## src/rtl/edge_row_profiler.sv

```systemverilog
// ============================================================================
// Module   : edge_row_profiler
// Purpose  : Binarises a filtered pixel stream against a per-frame threshold
//            and gathers per-frame edge pixel / edge row / edge band counts.
// Revision : 1.0  initial release
// ============================================================================
`default_nettype none

module edge_row_profiler #(
    parameter  int IMG_WIDTH     = 640,
    parameter  int IMG_HEIGHT    = 480,
    parameter  int W             = 8,
    parameter  int BAND_MIN_ROWS = 4,
    localparam int COL_W         = $clog2(IMG_WIDTH + 1),
    localparam int TOT_W         = $clog2(IMG_WIDTH * IMG_HEIGHT + 1),
    localparam int ROW_W         = $clog2(IMG_HEIGHT + 1)
) (
    input  logic             clk,
    input  logic             rst,
    input  logic             x_valid,
    output logic             x_ready,
    input  logic [W-1:0]     x_data,
    input  logic [W-1:0]     threshold,
    input  logic [COL_W-1:0] row_min,
    output logic             y_valid,
    input  logic             y_ready,
    output logic [W-1:0]     y_data,
    output logic             frame_valid,
    output logic [TOT_W-1:0] edge_total,
    output logic [ROW_W-1:0] edge_rows,
    output logic [7:0]       band_count
);

    localparam logic [COL_W-1:0] COL_LAST   = COL_W'(IMG_WIDTH - 1);
    localparam logic [ROW_W-1:0] ROW_LAST   = ROW_W'(IMG_HEIGHT - 1);
    localparam logic [ROW_W-1:0] RUN_MAX    = ROW_W'(IMG_HEIGHT);
    localparam logic [ROW_W:0]   BAND_MIN_L = (ROW_W + 1)'(BAND_MIN_ROWS);

    logic [COL_W-1:0] col_q, col_d, row_cnt_q, row_cnt_d, rmin_q, rmin_d;
    logic [ROW_W-1:0] row_q, row_d, rows_acc_q, rows_acc_d, run_q, run_d;
    logic [TOT_W-1:0] tot_acc_q, tot_acc_d, edge_total_q, edge_total_d;
    logic [ROW_W-1:0] edge_rows_q, edge_rows_d;
    logic [7:0]       band_acc_q, band_acc_d, band_count_q, band_count_d;
    logic [W-1:0]     thr_q, thr_d, y_data_q, y_data_d;
    logic             y_valid_q, y_valid_d, frame_valid_q, frame_valid_d;

    logic             accept, first_px, row_end, frame_end, is_edge, edge_row, close_band;
    logic [W-1:0]     thr_eff;
    logic [COL_W-1:0] rmin_eff, row_cnt_inc;
    logic [TOT_W-1:0] tot_inc;
    logic [ROW_W-1:0] rows_inc, run_inc, run_close;
    logic [7:0]       band_new;

    assign x_ready   = !rst && (!y_valid_q || y_ready);
    assign accept    = x_valid && x_ready;
    assign first_px  = (col_q == '0) && (row_q == '0);
    assign row_end   = (col_q == COL_LAST);
    assign frame_end = row_end && (row_q == ROW_LAST);

    // Pixel (0,0) sees the live controls; the rest of the frame uses the latched copy.
    assign thr_eff  = first_px ? threshold : thr_q;
    assign rmin_eff = first_px ? row_min : rmin_q;
    assign is_edge  = (x_data >= thr_eff);

    assign row_cnt_inc = row_cnt_q + COL_W'(is_edge);
    assign edge_row    = (row_cnt_inc >= rmin_eff);
    assign tot_inc     = tot_acc_q + TOT_W'(is_edge);
    assign rows_inc    = rows_acc_q + ROW_W'(edge_row);
    assign run_inc     = (run_q == RUN_MAX) ? run_q : run_q + 1'b1;
    assign run_close   = edge_row ? run_inc : run_q;
    assign close_band  = ({1'b0, run_close} >= BAND_MIN_L);
    assign band_new    = (close_band && band_acc_q != 8'hFF) ? band_acc_q + 8'd1 : band_acc_q;

    always_comb begin
        col_d         = col_q;
        row_d         = row_q;
        row_cnt_d     = row_cnt_q;
        thr_d         = thr_q;
        rmin_d        = rmin_q;
        tot_acc_d     = tot_acc_q;
        rows_acc_d    = rows_acc_q;
        run_d         = run_q;
        band_acc_d    = band_acc_q;
        y_valid_d     = y_valid_q;
        y_data_d      = y_data_q;
        frame_valid_d = 1'b0;
        edge_total_d  = edge_total_q;
        edge_rows_d   = edge_rows_q;
        band_count_d  = band_count_q;

        if (accept) begin
            y_valid_d = 1'b1;
            y_data_d  = is_edge ? '1 : '0;
            tot_acc_d = tot_inc;
            if (first_px) begin
                thr_d  = threshold;
                rmin_d = row_min;
            end
            if (row_end) begin
                col_d      = '0;
                row_cnt_d  = '0;
                row_d      = frame_end ? '0 : row_q + 1'b1;
                rows_acc_d = rows_inc;
                if (edge_row && !frame_end) begin
                    run_d = run_inc;
                end else begin
                    run_d      = '0;
                    band_acc_d = band_new;
                end
                if (frame_end) begin
                    edge_total_d  = tot_inc;
                    edge_rows_d   = rows_inc;
                    band_count_d  = band_new;
                    frame_valid_d = 1'b1;
                    tot_acc_d     = '0;
                    rows_acc_d    = '0;
                    band_acc_d    = '0;
                end
            end else begin
                col_d     = col_q + 1'b1;
                row_cnt_d = row_cnt_inc;
            end
        end else if (y_ready) begin
            y_valid_d = 1'b0;
        end
    end

    always_ff @(posedge clk) begin
        if (rst) begin
            col_q         <= '0;
            row_q         <= '0;
            row_cnt_q     <= '0;
            thr_q         <= '0;
            rmin_q        <= '0;
            tot_acc_q     <= '0;
            rows_acc_q    <= '0;
            run_q         <= '0;
            band_acc_q    <= '0;
            y_valid_q     <= 1'b0;
            y_data_q      <= '0;
            frame_valid_q <= 1'b0;
            edge_total_q  <= '0;
            edge_rows_q   <= '0;
            band_count_q  <= '0;
        end else begin
            col_q         <= col_d;
            row_q         <= row_d;
            row_cnt_q     <= row_cnt_d;
            thr_q         <= thr_d;
            rmin_q        <= rmin_d;
            tot_acc_q     <= tot_acc_d;
            rows_acc_q    <= rows_acc_d;
            run_q         <= run_d;
            band_acc_q    <= band_acc_d;
            y_valid_q     <= y_valid_d;
            y_data_q      <= y_data_d;
            frame_valid_q <= frame_valid_d;
            edge_total_q  <= edge_total_d;
            edge_rows_q   <= edge_rows_d;
            band_count_q  <= band_count_d;
        end
    end

    assign y_valid     = y_valid_q;
    assign y_data      = y_data_q;
    assign frame_valid = frame_valid_q;
    assign edge_total  = edge_total_q;
    assign edge_rows   = edge_rows_q;
    assign band_count  = band_count_q;

endmodule

`default_nettype wire

```

## config.mk

```make
export PLATFORM = sky130hd
export DESIGN_NAME = edge_row_profiler
export DESIGN_NICKNAME = d
export VERILOG_FILES = /design/src/rtl/edge_row_profiler.sv
export SDC_FILE = /design/constraint.sdc
export NUM_CORES = 1
export LEC_CHECK = 0
export ABC_AREA = 1
export BUFFER_PORTS_ARGS = -buffer_cell sky130_fd_sc_hd__buf_4
export CORE_ASPECT_RATIO = 1.75
export CORE_UTILIZATION = 60
export CTS_BUF_LIST = sky130_fd_sc_hd__clkbuf_4 sky130_fd_sc_hd__clkbuf_8
export CTS_CLUSTER_SIZE = 14
export DETAILED_ROUTE_END_ITERATION = 10
export PLACE_DENSITY_LB_ADDON = 0.2
export SLEW_MARGIN = 5
export SYNTH_ARGS = -nofsm -noshare
export SYNTH_HDL_FRONTEND = slang
export SYNTH_SLANG_ARGS = --single-unit
```

## constraint.sdc

```tcl
create_clock -name clk -period 5.59 [get_ports clk]
set_input_delay 0 -clock clk [delete_from_list [all_inputs] [get_ports clk]]
set_output_delay 0 -clock clk [all_outputs]
set_load 0.01 [all_outputs]
```

# Yosys cells after proc, flatten, opt, wreduce, memory -nomap -nowiden
# Index checks and enable logic that the tools add are counted.
# totals
ff_bits,138
out_inout_bits,47
# classes
n_addsub,7
n_lt_le_gt_ge,3
eq_ne,5
n_mux,18
bitwise,2
n_reduce_logical,17
# ops
operator,count
two-way mux 9 bit,5
two-way mux 8 bit,5
two-way mux 19 bit,2
two-way mux 10 bit,3
adder 19 x 1 -> 19 bit,1
"adder 9 x 1 -> 9 bit, second input constant",2
"== test 9 bit, second input constant",2
adder 10 x 1 -> 10 bit,1
"adder 10 x 1 -> 10 bit, second input constant",1
"== test 10 bit, second input constant",1
greater-or-equal comparator 10 bit,1
logical NOT 10 bit,1
adder 9 x 1 -> 9 bit,1
"greater-or-equal comparator 9 x 3 -> 1 bit, second input constant",1
logical NOT 9 bit,1
"adder 8 x 1 -> 8 bit, second input constant",1
greater-or-equal comparator 8 bit,1
"!= test 8 bit, second input constant",1
logical AND 1 bit,6
AND reduction 3 bit,2
logical NOT 1 bit,3
two-way mux 1 bit,3
OR reduction 3 bit,1
"!= test 2 bit, second input constant",1
4 further kinds,5

# Depth between registers and ports, before layout
# Gate-level depths: netlist of the first run.
# logic_depth
word_depth,12
depth_mapped,37

# Worst setup path after synthesis of the first run
# OpenSTA, ideal clock, no wires.
# synth_timing
path_kind,register to register
startpoint,reg row_q[0]
endpoint,reg edge_rows_q[8] (netlist: edge_rows[8])
setup_time_ns,0.117
arrival_ns,4.859
slack_ns,0.614
stages_incl_launch_ff,35
synth_period_minus_slack_ns,4.976
path_cell_list,dfxtp_1 > inv_1 > ha_1 > nand3_1 > inv_1 > nand3_1 > buf_4 > buf_4 > mux2i_1 > ha_1 > nand2_1 > nor2_1 > nand4_1 > o2111ai_1 > ha_1 > ha_1 > nand2_1 > nor2_1 > nand3_1 > nand3b_1 > xor2_1 > inv_1 > ha_1 > nand2_1 > nor2_1 > nand3_1 > nand3_2 > ha_1 > ha_1 > nand3_1 > nor2_1 > nand2_1 > nor3_1 > xor2_1 > a22o_1
# synth_via
elab_chain_len,7
elab_cells_between_ends,11
# synth_lines
item,line,rtl
"start, declared",40,"logic [ROW_W-1:0] row_q, row_d, rows_acc_q, rows_acc_d, run_q, run_d;"
"start signal, assigned",147,row_q <= row_d;
logical NOT 9 bit,56,assign first_px = (col_q == '0) && (row_q == '0);
logical AND 1 bit,56,
two-way mux 8 bit,-,
greater-or-equal comparator 8 bit,63,assign is_edge = (x_data >= thr_eff);
net is_edge,47,"logic accept, first_px, row_end, frame_end, is_edge, edge_row, close_band;"
adder 10 x 1 -> 10 bit,65,assign row_cnt_inc = row_cnt_q + COL_W'(is_edge);
greater-or-equal comparator 10 bit,66,assign edge_row = (row_cnt_inc >= rmin_eff);
adder 9 x 1 -> 9 bit,68,assign rows_inc = rows_acc_q + ROW_W'(edge_row);
"end signal, assigned",159,edge_rows_q <= edge_rows_d;
"end, declared",42,"logic [ROW_W-1:0] edge_rows_q, edge_rows_d;"
# The timed path passes the listed nets, and every way through them passes these cells.
# A chain may end at the register's enable or synchronous reset.

# Worst setup path in the final report of the first run
# layout_timing
startpoint,reg row_q[6]
endpoint,reg edge_rows_q[8] (netlist: edge_rows[8])
# Same word-level chain as after synthesis.

==> results.md, run 1 <==
* Clock transition time at the flip-flop clock pins of the worst setup and hold paths at 0.07 ns
* Filler cells at 826
* CTS buffer count at 17
* Xor/xnor share of the synthesized area at 5.03%
* Status: finished clean
* Initial antenna violation count at 0
* Max-slew violations at 0
* WP buf/inv at 3
* Multiplexer area fraction after synthesis at 2.37%
* Vias post-DR at 6097
* PwrDens at 251 nW/um^2
* Die W at 82.3 um
* # DRC at 0
* Sequential-to-total area share from yosys stat at 38.7%
* Max_slew headroom at 37.7%
* Max incr delay on CP at 0.33 ns
* Worst Hold End: row_cnt_q[6]
* ANT nets after route at 0
* Leak pwr at 3.51 nW
* Core box area at 11000 um^2
* Syn Nets at 906
* DP Cell Count at 1021
* Fmax at 189 MHz
* Cell count after synthesis at 845
* Max clock buf depth at 2
* All-Layer GR Usage at 29.0%
* R2R depth at 32
* Slew @ Worst Pin at 0.931 ns
* WP data arrival at 5.66 ns
* Startpoint types: flip-flop
* Hold path start: rst
* Main combinational cell family by area after synthesis: simple AND/OR/NAND/NOR gates
* DRT iter0 DRCs at 297
* R2R Setup Slk at 0.29 ns
* CTS Sinks at 131
* H-tree Lvls at 4
* Ant. Diodes at 0
* HP Class: input port to flip-flop
* Final core occ at 73.7%
* Vias in the first global route at 6020
* Overflow after GRT at 0
* Endpoint class of the critical path: flip-flop
* Clock latency on the worst-skew pair at 0.43 ns
* Post-DP HPWL at 11400 um
* Post-Layout Cell Count at 1079
* Distinct cells, synth at 55
* Layout cells sized above 1 at 22.1%
* Critical setup path kind: flip-flop to flip-flop
* Nets at 995
* Cell mode on critical path: nand2_1
* Initial core utilization at 61.3%
* WL final at 16600 um
* Area post-placement at 7310 um^2
* RR Startpoint: row_q[6]
* DR WL/cell at 15.4 um
* Synthesized area per cell at 8.01 um^2
* Pre-Repair DR Iteration Count at 5
* Max Cap Viol at 0
* CTS root buffer: clkbuf_8
* Hold Path Stages at 2
* Worst hold margin at 0.103 ns
* Port bufs at 76
* Ports at 77
* Worst path required time at 5.96 ns
* R2r endpoint: edge_rows[8]
* Max IR drop VDD at 236 uV
* First-pass GRT wire length at 26400 um
* Row Count at 51
* Synth Area in Compound Gates at 13.3%
* Part of the cycle the worst path needs at 94.7%
* Area Overhead vs Synth at 20.1%
* Gpl congestion at 0.848
* Yosys reg bits at 131
* Die area at 11700 um^2
* Post-Synth Simple-Gate Area at 26.7%
* Clock Skew at 0.0113 ns
* Avg Vias per Cell at 5.65
* CP max stage cell: dfxtp_1
* Final Power at 2.05 mW
* Final Cell Area at 8130 um^2
* Cell Area, Synth at 6770 um^2
* Largest net degree at the start of global routing at 73
* Die H at 143 um
* Setup violators final at 0
* Synth Area in Adders at 5.73%
* Crit Path Max Fanout at 8
* Yosys Warn Count at 0
* CTS tree: yes
* Tmin final at 5.30 ns
* Critical Path Start: row_q[6]
* CP top delay family: simple AND/OR/NAND/NOR gates
* Final hold vios at 0
-- Yosys cell counts, drive strengths merged --
cell type | count | share of area, %
nand4 | 16 | 1.6
dfxtp | 131 | 39
o2111ai | 1 | 0.13
a21o | 1 | 0.11
a21oi | 60 | 5.0
buf | 22 | 2.5
a22oi | 3 | 0.33
a22o | 18 | 2.3
nor3 | 14 | 1.3
nand3b | 1 | 0.11
o21ai | 34 | 2.5
a211o | 1 | 0.13
o21a | 1 | 0.11
xnor2 | 8 | 1.0
o22ai | 12 | 1.1
clkbuf | 14 | 0.78
o31ai | 2 | 0.22
xor2 | 30 | 4.0
nor4 | 3 | 0.59
a31oi | 1 | 0.092
a2bb2oi | 1 | 0.22
mux2i | 16 | 2.4
ha | 31 | 5.7
nand3 | 71 | 5.9
nor3b | 6 | 0.74
o211ai | 1 | 0.11
a211oi | 2 | 0.22
a32o | 2 | 0.30
inv | 87 | 4.9
nand2 | 201 | 12
o21bai | 2 | 0.39
nor2 | 52 | 4.6
-- sequential cells by signal (all words and copies together), names as in the netlist --
| name | count |
|---|---|
| edge_rows | 9 |
| band_count | 8 |
| y_valid | 1 |
| run_q | 9 |
| band_acc_q | 8 |
| rows_acc_q | 9 |
| rmin_q | 10 |
| col_q | 10 |
| y_data | 1 |
| row_q | 9 |
| thr_q | 8 |
| row_cnt_q | 10 |
| tot_acc_q | 19 |
| edge_total | 19 |
| frame_valid | 1 |
-- worst register-to-register path, delay by kind of cell (launching register included) --
| family | cells | cell delay (ns) |
|---|---|---|
| adder cells (fa/ha/maj) | 6 | 1.39 |
| flip-flops | 1 | 0.33 |
| XOR/XNOR | 2 | 0.40 |
| AND/OR/NAND/NOR | 18 | 2.34 |
| buffers and inverters | 3 | 0.33 |
| AO/OA/AOI/OAI | 2 | 0.28 |
| multiplexers | 1 | 0.19 |
-- layout make-up --
class                           instances  area (um^2)  share of cell area [%]
Tap cell                              132          165                    2.03
Multi-Input combinational cell        591         3690                    45.4
Sequential cell                       131         2630                    32.3
Clock buffer                           20          269                    3.31
Inverter                               87          332                    4.08
Clock inverter                         12          179                    2.20
Timing Repair Buffer                  106          873                    10.7
-- per-stage QoR --
step                setup WS [ns]  TNS (ns)
finish                      0.295         0
global route              -0.0499   -0.0785
CTS                         0.138         0
detailed placement          0.280         0
global placement            0.561         0
floorplan                   0.614         0
-- routing by layer --
layer,track usage [%],vias up,share of wire (%)
li1,-,2988,-
met1,29.8,2857,37
met2,52.1,206,54
met3,5.83,46,4.8
met4,16.8,0,3.8
met5,0,-,0
-- power breakdown --
part	switching, mW	internal [mW]	leakage, nW
sequential	0.0109	0.948	1.06
combinational	0.107	0.0877	2.23
clock	0.375	0.516	0.219
total	0.493	1.55	3.51
-- worst max path at each step --
stage / endpoint / slack [ns] / cells past startpoint
3_5_place_dp: edge_rows[8] / 0.28 / 33
2_1_floorplan: edge_rows[8] / 0.61 / 34
3_3_place_gp: edge_rows[8] / 0.56 / 33
6_report: edge_rows[8] / 0.29 / 32
4_1_cts: edge_rows[8] / 0.14 / 33
5_1_grt: edge_rows[8] / -0.05 / 32
-- cells in the final DEF, fill, tap and decap left out, types with 8 or more instances in the layout --
cell type and instances:
a21oi_1 52, a22o_1 18, buf_4 85, clkbuf_8 19, dfxtp_1 129, dlygate4sd3_1 19, ha_1 27, inv_1 67
inv_2 18, mux2i_1 12, nand2_1 193, nand3_1 59, nand3_2 11, nand4_1 15, nor2_1 34, nor2_4 8
nor3_1 9, o21ai_0 27, o22ai_1 12, xnor2_1 8, xor2_1 29
-- repair_timing --
item | 4_1_cts | 5_1_grt
hold endpoints to repair | 19 | 0
hold buffers | 19 | 0
buffers inserted | 0 | 6
endpoints found under the setup margin | 0 | 9
resized for setup | 0 | 30
-- cells by family (layout without fill, tap and decap cells) --
logic type,after synthesis,after routing
buf+inv,123,225
flops,131,131
compound gates,142,142
simple gates,364,364
xor+xnor,38,38
fa+ha+maj,31,31
mux,16,16
Note: power is estimated with default switching activity, not from simulation.
==> inputs of run 2 (changes only) <==
- CORE_ASPECT_RATIO: 1.75 -> 0.6
==> results.md, run 2 (synthesis results as in run 1) <==
* First-pass GRT wire length at 28600 um (was 26400 um)
* Max clock buf depth at 2 (unchanged)
* H-tree Lvls at 4 (unchanged)
* Crit Path Max Fanout at 18 (was 8)
* Ports at 77 (unchanged)
* Ant. Diodes at 0 (unchanged)
* Worst hold margin at 0.0491 ns (was 0.103 ns)
* Vias in the first global route at 6002 (was 6020)
* Fmax at 187 MHz (was 189 MHz)
* PwrDens at 245 nW/um^2 (was 251 nW/um^2)
* Max-slew violations at 0 (unchanged)
* Initial antenna violation count at 0 (unchanged)
* WP data arrival at 5.73 ns (was 5.66 ns)
* Sequential Power Share at 49.0% (was 46.9%)
* R2R Setup Slk at 0.24 ns (was 0.29 ns)
* Largest net degree at the start of global routing at 73 (unchanged)
* R2r endpoint: edge_rows[8] (unchanged)
* Clock transition time at the flip-flop clock pins of the worst setup and hold paths at 0.08 ns (was 0.07 ns)
* Part of the cycle the worst path needs at 95.6% (was 94.7%)
* Overflow after GRT at 0 (unchanged)
* Max_slew headroom at 32.9% (was 37.7%)
* Sw Ratio at 26.4% (was 24.1%)
* CTS buffer count at 17 (unchanged)
* Nets at 987 (was 995)
* PnR worst setup slack at 0.244 ns (was 0.295 ns)
* Clock latency on the worst-skew pair at 0.44 ns (was 0.43 ns)
* Psw at 517 uW (was 493 uW)
* WL final at 17500 um (was 16600 um)
* Tmin final at 5.35 ns (was 5.30 ns)
* Final core occ at 74.2% (was 73.7%)
* Startpoint types: flip-flop (unchanged)
* CP max stage cell: dfxtp_1 (unchanged)
* ANT nets after route at 0 (unchanged)
* Status: finished with violations (was finished clean)
* Gpl congestion at 0.841 (was 0.848)
* Critical setup path kind: flip-flop to flip-flop (unchanged)
* Initial core utilization at 62.8% (was 61.3%)
* Max IR drop VDD at 144 uV (was 236 uV)
* Setup violators final at 0 (unchanged)
* Slew @ Worst Pin at 1.01 ns (was 0.931 ns)
* Area post-placement at 7320 um^2 (was 7310 um^2)
* Layout cells sized above 1 at 21.4% (was 22.1%)
* Post-DP HPWL at 12100 um (was 11400 um)
* Final hold vios at 0 (unchanged)
* Commonest non-fill, non-tap cell in the layout: nand2_1 (unchanged)
* Die H at 84.3 um (was 143 um)
* Post-place setup slack at 0.161 ns (was 0.280 ns)
* Most frequent cells in the layout: nand2_1, dfxtp_1, buf_4 (unchanged)
* Worst Hold End: thr_q[0] (was row_cnt_q[6])
* CTS root buffer: clkbuf_8 (unchanged)
* Hold path start: threshold[0] (was rst)
* CP top delay family: simple AND/OR/NAND/NOR gates (unchanged)
* Clock Skew at 0.0162 ns (was 0.0113 ns)
* All-Layer GR Usage at 30.4% (was 29.0%)
* Vias post-DR at 6229 (was 6097)
* Max incr delay on CP at 0.35 ns (was 0.33 ns)
* Core box area at 10800 um^2 (was 11000 um^2)
* Area Overhead vs Synth at 18.1% (was 20.1%)
* CTS Sinks at 131 (unchanged)
* Die area at 11700 um^2 (about the same)
* Filler cells at 778 (was 826)
* Port bufs at 76 (unchanged)
* Row Count at 29 (was 51)
* # DRC at 1 (was 0)
* Cell internal pwr at 1.44 mW (was 1.55 mW)
* WP buf/inv at 3 (unchanged)
* HP Class: input port to flip-flop (unchanged)
* CTS tree: yes (unchanged)
* RR Startpoint: row_q[5] (was row_q[6])
* DRT iter0 DRCs at 501 (was 297)
* Comb pwr share at 9.6% (was 9.5%)
* R2R depth at 32 (unchanged)
* Die W at 139 um (was 82.3 um)
* Endpoint class of the critical path: flip-flop (unchanged)
* Max Cap Viol at 0 (unchanged)
* Pre-Repair DR Iteration Count at 9 (was 5)
* Worst path required time at 5.97 ns (was 5.96 ns)
* DP Cell Count at 1027 (was 1021)
* Hold Path Stages at 5 (was 2)
* Post-Layout Cell Count at 1078 (was 1079)
* Final Cell Area at 8000 um^2 (was 8130 um^2)
* Clock share of power at 41.4% (was 43.6%)
* Leak pwr at 3.43 nW (was 3.51 nW)
* Failing checks: design-rule violations
* DR WL/cell at 16.3 um (was 15.4 um)
* Avg Vias per Cell at 5.78 (was 5.65)
==> run 2: worst min-delay path, delay by kind of cell <==
kind,cells,cell delay [ns]
AO/OA/AOI/OAI,2,0.14
AND/OR/NAND/NOR,2,0.18
buffers and inverters,1,0.11
==> run 2: through the flow <==
stage,setup TNS (ns),total power [mW]
floorplan,0,1.09
CTS,0,1.95
global route,-1.07,2.02
finish,0,1.96
global placement,0,1.13
detailed placement,0,1.14
==> run 2: what timing repair did <==
| item | 4_1_cts | 5_1_grt |
|---|---|---|
| resized for setup | 0 | 26 |
| endpoints found under the hold margin | 18 | 0 |
| endpoints found under the setup margin | 0 | 17 |
| hold buffers | 18 | 0 |
| setup buffers | 0 | 1 |
==> run 2: layout make-up <==
type	instances	area [um^2]	share of cell area, %
multi-input cells	591	3670	45.9
inverters	87	332	4.15
clock buffers	18	248	3.10
clock inverters	14	155	1.94
repair buffers	98	793	9.92
well taps	139	174	2.18
flip-flops and latches	131	2620	32.8
==> run 2: metal layers <==
layer / GRT usage (%) / wire (um) / share of wire (%)
met1: 41.2 / 8050 / 46
met2: 49.2 / 8000 / 46
met3: 5.42 / 1190 / 6.8
met4: 10.7 / 278 / 1.6
met5: 0 / 0 / 0
==> run 2: power by group through the flow <==
stage | registers (mW) | clock network (mW) | logic [mW]
3_5_place_dp | 0.980 | 0 | 0.162
3_3_place_gp | 0.978 | 0 | 0.155
2_1_floorplan | 0.978 | 0 | 0.114
5_1_grt | 0.961 | 0.859 | 0.203
4_1_cts | 0.958 | 0.815 | 0.173
6_report | 0.959 | 0.809 | 0.187
==> run 2: how the worst max path moves through the flow <==
stage	from	end	slack, ns	depth (start not counted)
floorplan	row_q[0]	edge_rows[8]	0.61	34
global placement	row_q[0]	edge_rows[8]	0.57	33
detailed placement	row_q[0]	rows_acc_q[8]	0.16	33
CTS	row_q[0]	rows_acc_q[8]	0.11	33
global route	row_q[5]	edge_rows[7]	-0.29	30
finish	row_q[5]	edge_rows[8]	0.24	32
==> inputs of run 3 (changes only) <==
- ABC_AREA: 1 -> unset
- CORE_UTILIZATION: 60 -> 30
==> results.md, run 3 <==
* Status: finished with violations (unchanged)
* Failing checks: negative setup slack (was design-rule violations)
* Core box area at 21400 um^2 (was 10800 um^2)
* Setup TNS Final at -3.48 ns (was 0 ns)
* Comb pwr share at 9.3% (was 9.6%)
* PnR worst setup slack at -0.206 ns (was 0.244 ns)
* Distinct cells, synth at 65 (was 55)
* Most frequent cell after synthesis: dfxtp_1 (was nand2_1)
* Cell internal pwr at 1.54 mW (was 1.44 mW)
* Area post-placement at 7900 um^2 (was 7320 um^2)
* Die W at 194 um (was 139 um)
* Overflow after GRT at 0 (unchanged)
* Ys flop type: dfxtp_1 (unchanged)
* Slew @ Worst Pin at 0.809 ns (was 1.01 ns)
* Final hold vios at 0 (unchanged)
* Cell count after synthesis at 789 (was 845)
* Tmin final at 5.80 ns (was 5.35 ns)
* All-Layer GR Usage at 15.8% (was 30.4%)
* Cell Area, Synth at 6650 um^2 (was 6770 um^2)
* Cell mode on critical path: a21o_1
* Ports at 77 (unchanged)
* Max IR drop VDD at 150 uV (was 144 uV)
* Clock transition time at the flip-flop clock pins of the worst setup and hold paths at 0.09 ns (was 0.08 ns)
* Vias post-DR at 6020 (was 6229)
* Number of synthesized flops with an enable pin at 0 (unchanged)
* Max-slew violations at 0 (unchanged)
* CTS tree: yes (unchanged)
* Filler cells at 2118 (was 778)
* CTS buffer count at 17 (unchanged)
* Syn Nets at 850 (was 906)
* Post-synth top area share at 39.4% (was 38.7%)
* Unrepaired setup endpoints after global routing: yes
* Layout cells sized above 1 at 25.6% (was 21.4%)
* Largest net degree at the start of global routing at 52 (was 73)
* Initial antenna violation count at 0 (unchanged)
* Final Power at 2.05 mW (was 1.96 mW)
* Startpoint types: flip-flop (unchanged)
* Clock share of power at 43.9% (was 41.4%)
* Port bufs at 76 (unchanged)
* Ant. Diodes at 0 (unchanged)
* WL final at 18400 um (was 17500 um)
* Synthesized area per cell at 8.43 um^2 (was 8.01 um^2)
* Synth top cells by count: dfxtp_1, nand2_1, nand3_1, nor2_1, o21ai_0 (was nand2_1, dfxtp_1, inv_1, nand3_1, a21oi_1)
* Sequential-to-total area share from yosys stat at 39.4% (was 38.7%)
* Die H at 117 um (was 84.3 um)
* Commonest non-fill, non-tap cell in the layout: buf_4 (was nand2_1)
* CP max stage cell: a2111o_1 (was dfxtp_1)
* Crit Path Max Fanout at 8 (was 18)
* Post-synth top area cell: dfxtp_1 (unchanged)
* Nets at 989 (was 987)
* DR WL/cell at 15.1 um (was 16.3 um)
* Avg Vias per Cell at 4.94 (was 5.78)
* Clock Skew at 0.0161 ns (was 0.0162 ns)
* Setup violators final at 29 (was 0)
* Yosys reg bits at 131 (unchanged)
* Multi-input gate area at 4060 um^2 (was 3670 um^2)
* Critical setup path kind: flip-flop to flip-flop (unchanged)
* Post-place setup slack at -0.366 ns (was 0.161 ns)
* Sequential Power Share at 46.7% (was 49.0%)
* Leak pwr at 3.65 nW (was 3.43 nW)
* Pre-Repair DR Iteration Count at 5 (was 9)
* Ys async rst share at 0% (unchanged)
* Sw Ratio at 24.6% (was 26.4%)
* Post-DP HPWL at 12300 um (was 12100 um)
* DP Cell Count at 1154 (was 1027)
* Final Cell Area at 8900 um^2 (was 8000 um^2)
* Most frequent cells in the layout: buf_4, dfxtp_1, nand2_1 (was nand2_1, dfxtp_1, buf_4)
* First-pass GRT wire length at 28900 um (was 28600 um)
* H-tree Lvls at 4 (unchanged)
* ANT nets after route at 0 (unchanged)
* Psw at 505 uW (was 517 uW)
* Worst hold margin at 0.108 ns (was 0.0491 ns)
* Row Count at 41 (was 29)
* Area Overhead vs Synth at 33.7% (was 18.1%)
* Endpoint class of the critical path: flip-flop (unchanged)
* Max clock buf depth at 2 (unchanged)
* Max incr delay on CP at 0.50 ns (was 0.35 ns)
* Gpl congestion at 0.797 (was 0.841)
* Clock latency on the worst-skew pair at 0.46 ns (was 0.44 ns)
* Area contributors post-synth: dfxtp_1, ha_1, nand3_1, o21ai_0, nand2_1 (was dfxtp_1, nand2_1, ha_1, nand3_1, inv_1)
* Yosys Warn Count at 0 (unchanged)
* Worst path required time at 6.00 ns (was 5.97 ns)
* Storage cell area at 2630 um^2 (was 2620 um^2)
* CTS root buffer: clkbuf_8 (unchanged)
* PwrDens at 230 nW/um^2 (was 245 nW/um^2)
* Die area at 22800 um^2 (was 11700 um^2)
* Initial core utilization at 31.1% (was 62.8%)
* Post-Layout Cell Count at 1219 (was 1078)
* HP Class: input port to flip-flop (unchanged)
* Fmax at 173 MHz (was 187 MHz)
* CTS Sinks at 131 (unchanged)
* Max Cap Viol at 0 (unchanged)
* WP data arrival at 6.20 ns (was 5.73 ns)
* # DRC at 0 (was 1)
* Vias in the first global route at 5423 (was 6002)
* Max_slew headroom at 45.9% (was 32.9%)
* Part of the cycle the worst path needs at 104% (was 95.6%)
* Final core occ at 41.6% (was 74.2%)
* DRT iter0 DRCs at 448 (was 501)
-- run 3: cell count changes in the layout (fill, tap and decap cells not counted), sizes merged, moves of 11 or more --
cell | before | now
a21o | 1 | 12
a21oi | 60 | 34
a22o | 18 | 5
a31oi | 1 | 13
and3 | 0 | 27
buf | 80 | 148
inv | 90 | 15
nand2 | 201 | 79
nor2 | 52 | 66
o21ai | 34 | 69
o22ai | 12 | 0
xnor2 | 8 | 24
-- run 3: path summary, 6_finish.rpt --
| check | endpoint | slack [ns] | cells past startpoint | startpoint |
|---|---|---|---|---|
| max | band_count[4] | -0.21 | 30 | row_q[5] |
| min | rmin_q[0] | 0.11 | 5 | rst |
| max reg2reg | band_count[4] | -0.21 | 30 | row_q[5] |
| min reg2reg | edge_total[1] | 0.46 | 2 | edge_total[1] |
-- run 3: layout make-up --
cell class	instances	share of cell area (%)
inverter	15	0.633
clock inverter	12	2.03
tap	279	3.92
multi-input combinational	593	45.7
clock buffer	19	2.87
sequential	131	29.5
timing repair buffer	170	15.4
-- run 3: what timing repair did --
item / CTS / global route
gates resized for setup: 27 / 25
endpoints found under the hold margin: 20 / 0
gates cloned: 0 / 2
hold buffers: 22 / 0
setup endpoints to repair: 31 / 40
pin swaps: 28 / 8
buffers inserted: 6 / 5
-- run 3: logic make-up (layout without fill, tap and decap cells) --
logic type / after synthesis / in the layout / synth area share [%]
xor gates and xnor gates: 49 / 49 / 6.45
adders and majority gates: 31 / 31 / 5.83
buffers and inverters: 66 / 216 / 4.63
and+or+nand+nor: 312 / 312 / 23.5
DFF: 131 / 131 / 39.4
muxes: 21 / 21 / 3.22
AOI/OAI and AO/OA: 179 / 180 / 16.9
-- run 3: routing by layer --
layer / global-route usage (%) / vias up / share of wire (%) / wire length (um)
met5: 0 / - / 0 / 0
met4: 3.13 / 0 / 0.47 / 87
met3: 4.17 / 8 / 3.6 / 655
met2: 20.9 / 97 / 39 / 7130
met1: 24.9 / 2812 / 57 / 10500
li1: - / 3103 / - / -
-- run 3: power groups by stage --
stage	Clock, mW	Combinational, mW	Sequential, mW
6_report	0.900	0.191	0.957
2_1_floorplan	0	0.109	0.977
3_5_place_dp	0	0.170	0.979
5_1_grt	0.971	0.208	0.959
4_1_cts	0.924	0.188	0.957
3_3_place_gp	0	0.171	0.979
-- run 3: worst max-delay path, delay by kind of cell (launching register included) --
kind | cells | cell delay [ns]
and+or+nand+nor | 11 | 1.95
buffers and inverters | 4 | 0.52
muxes | 1 | 0.32
AOI/OAI and AO/OA | 9 | 1.63
DFF | 1 | 0.34
xor gates and xnor gates | 1 | 0.07
adders and majority gates | 4 | 0.89
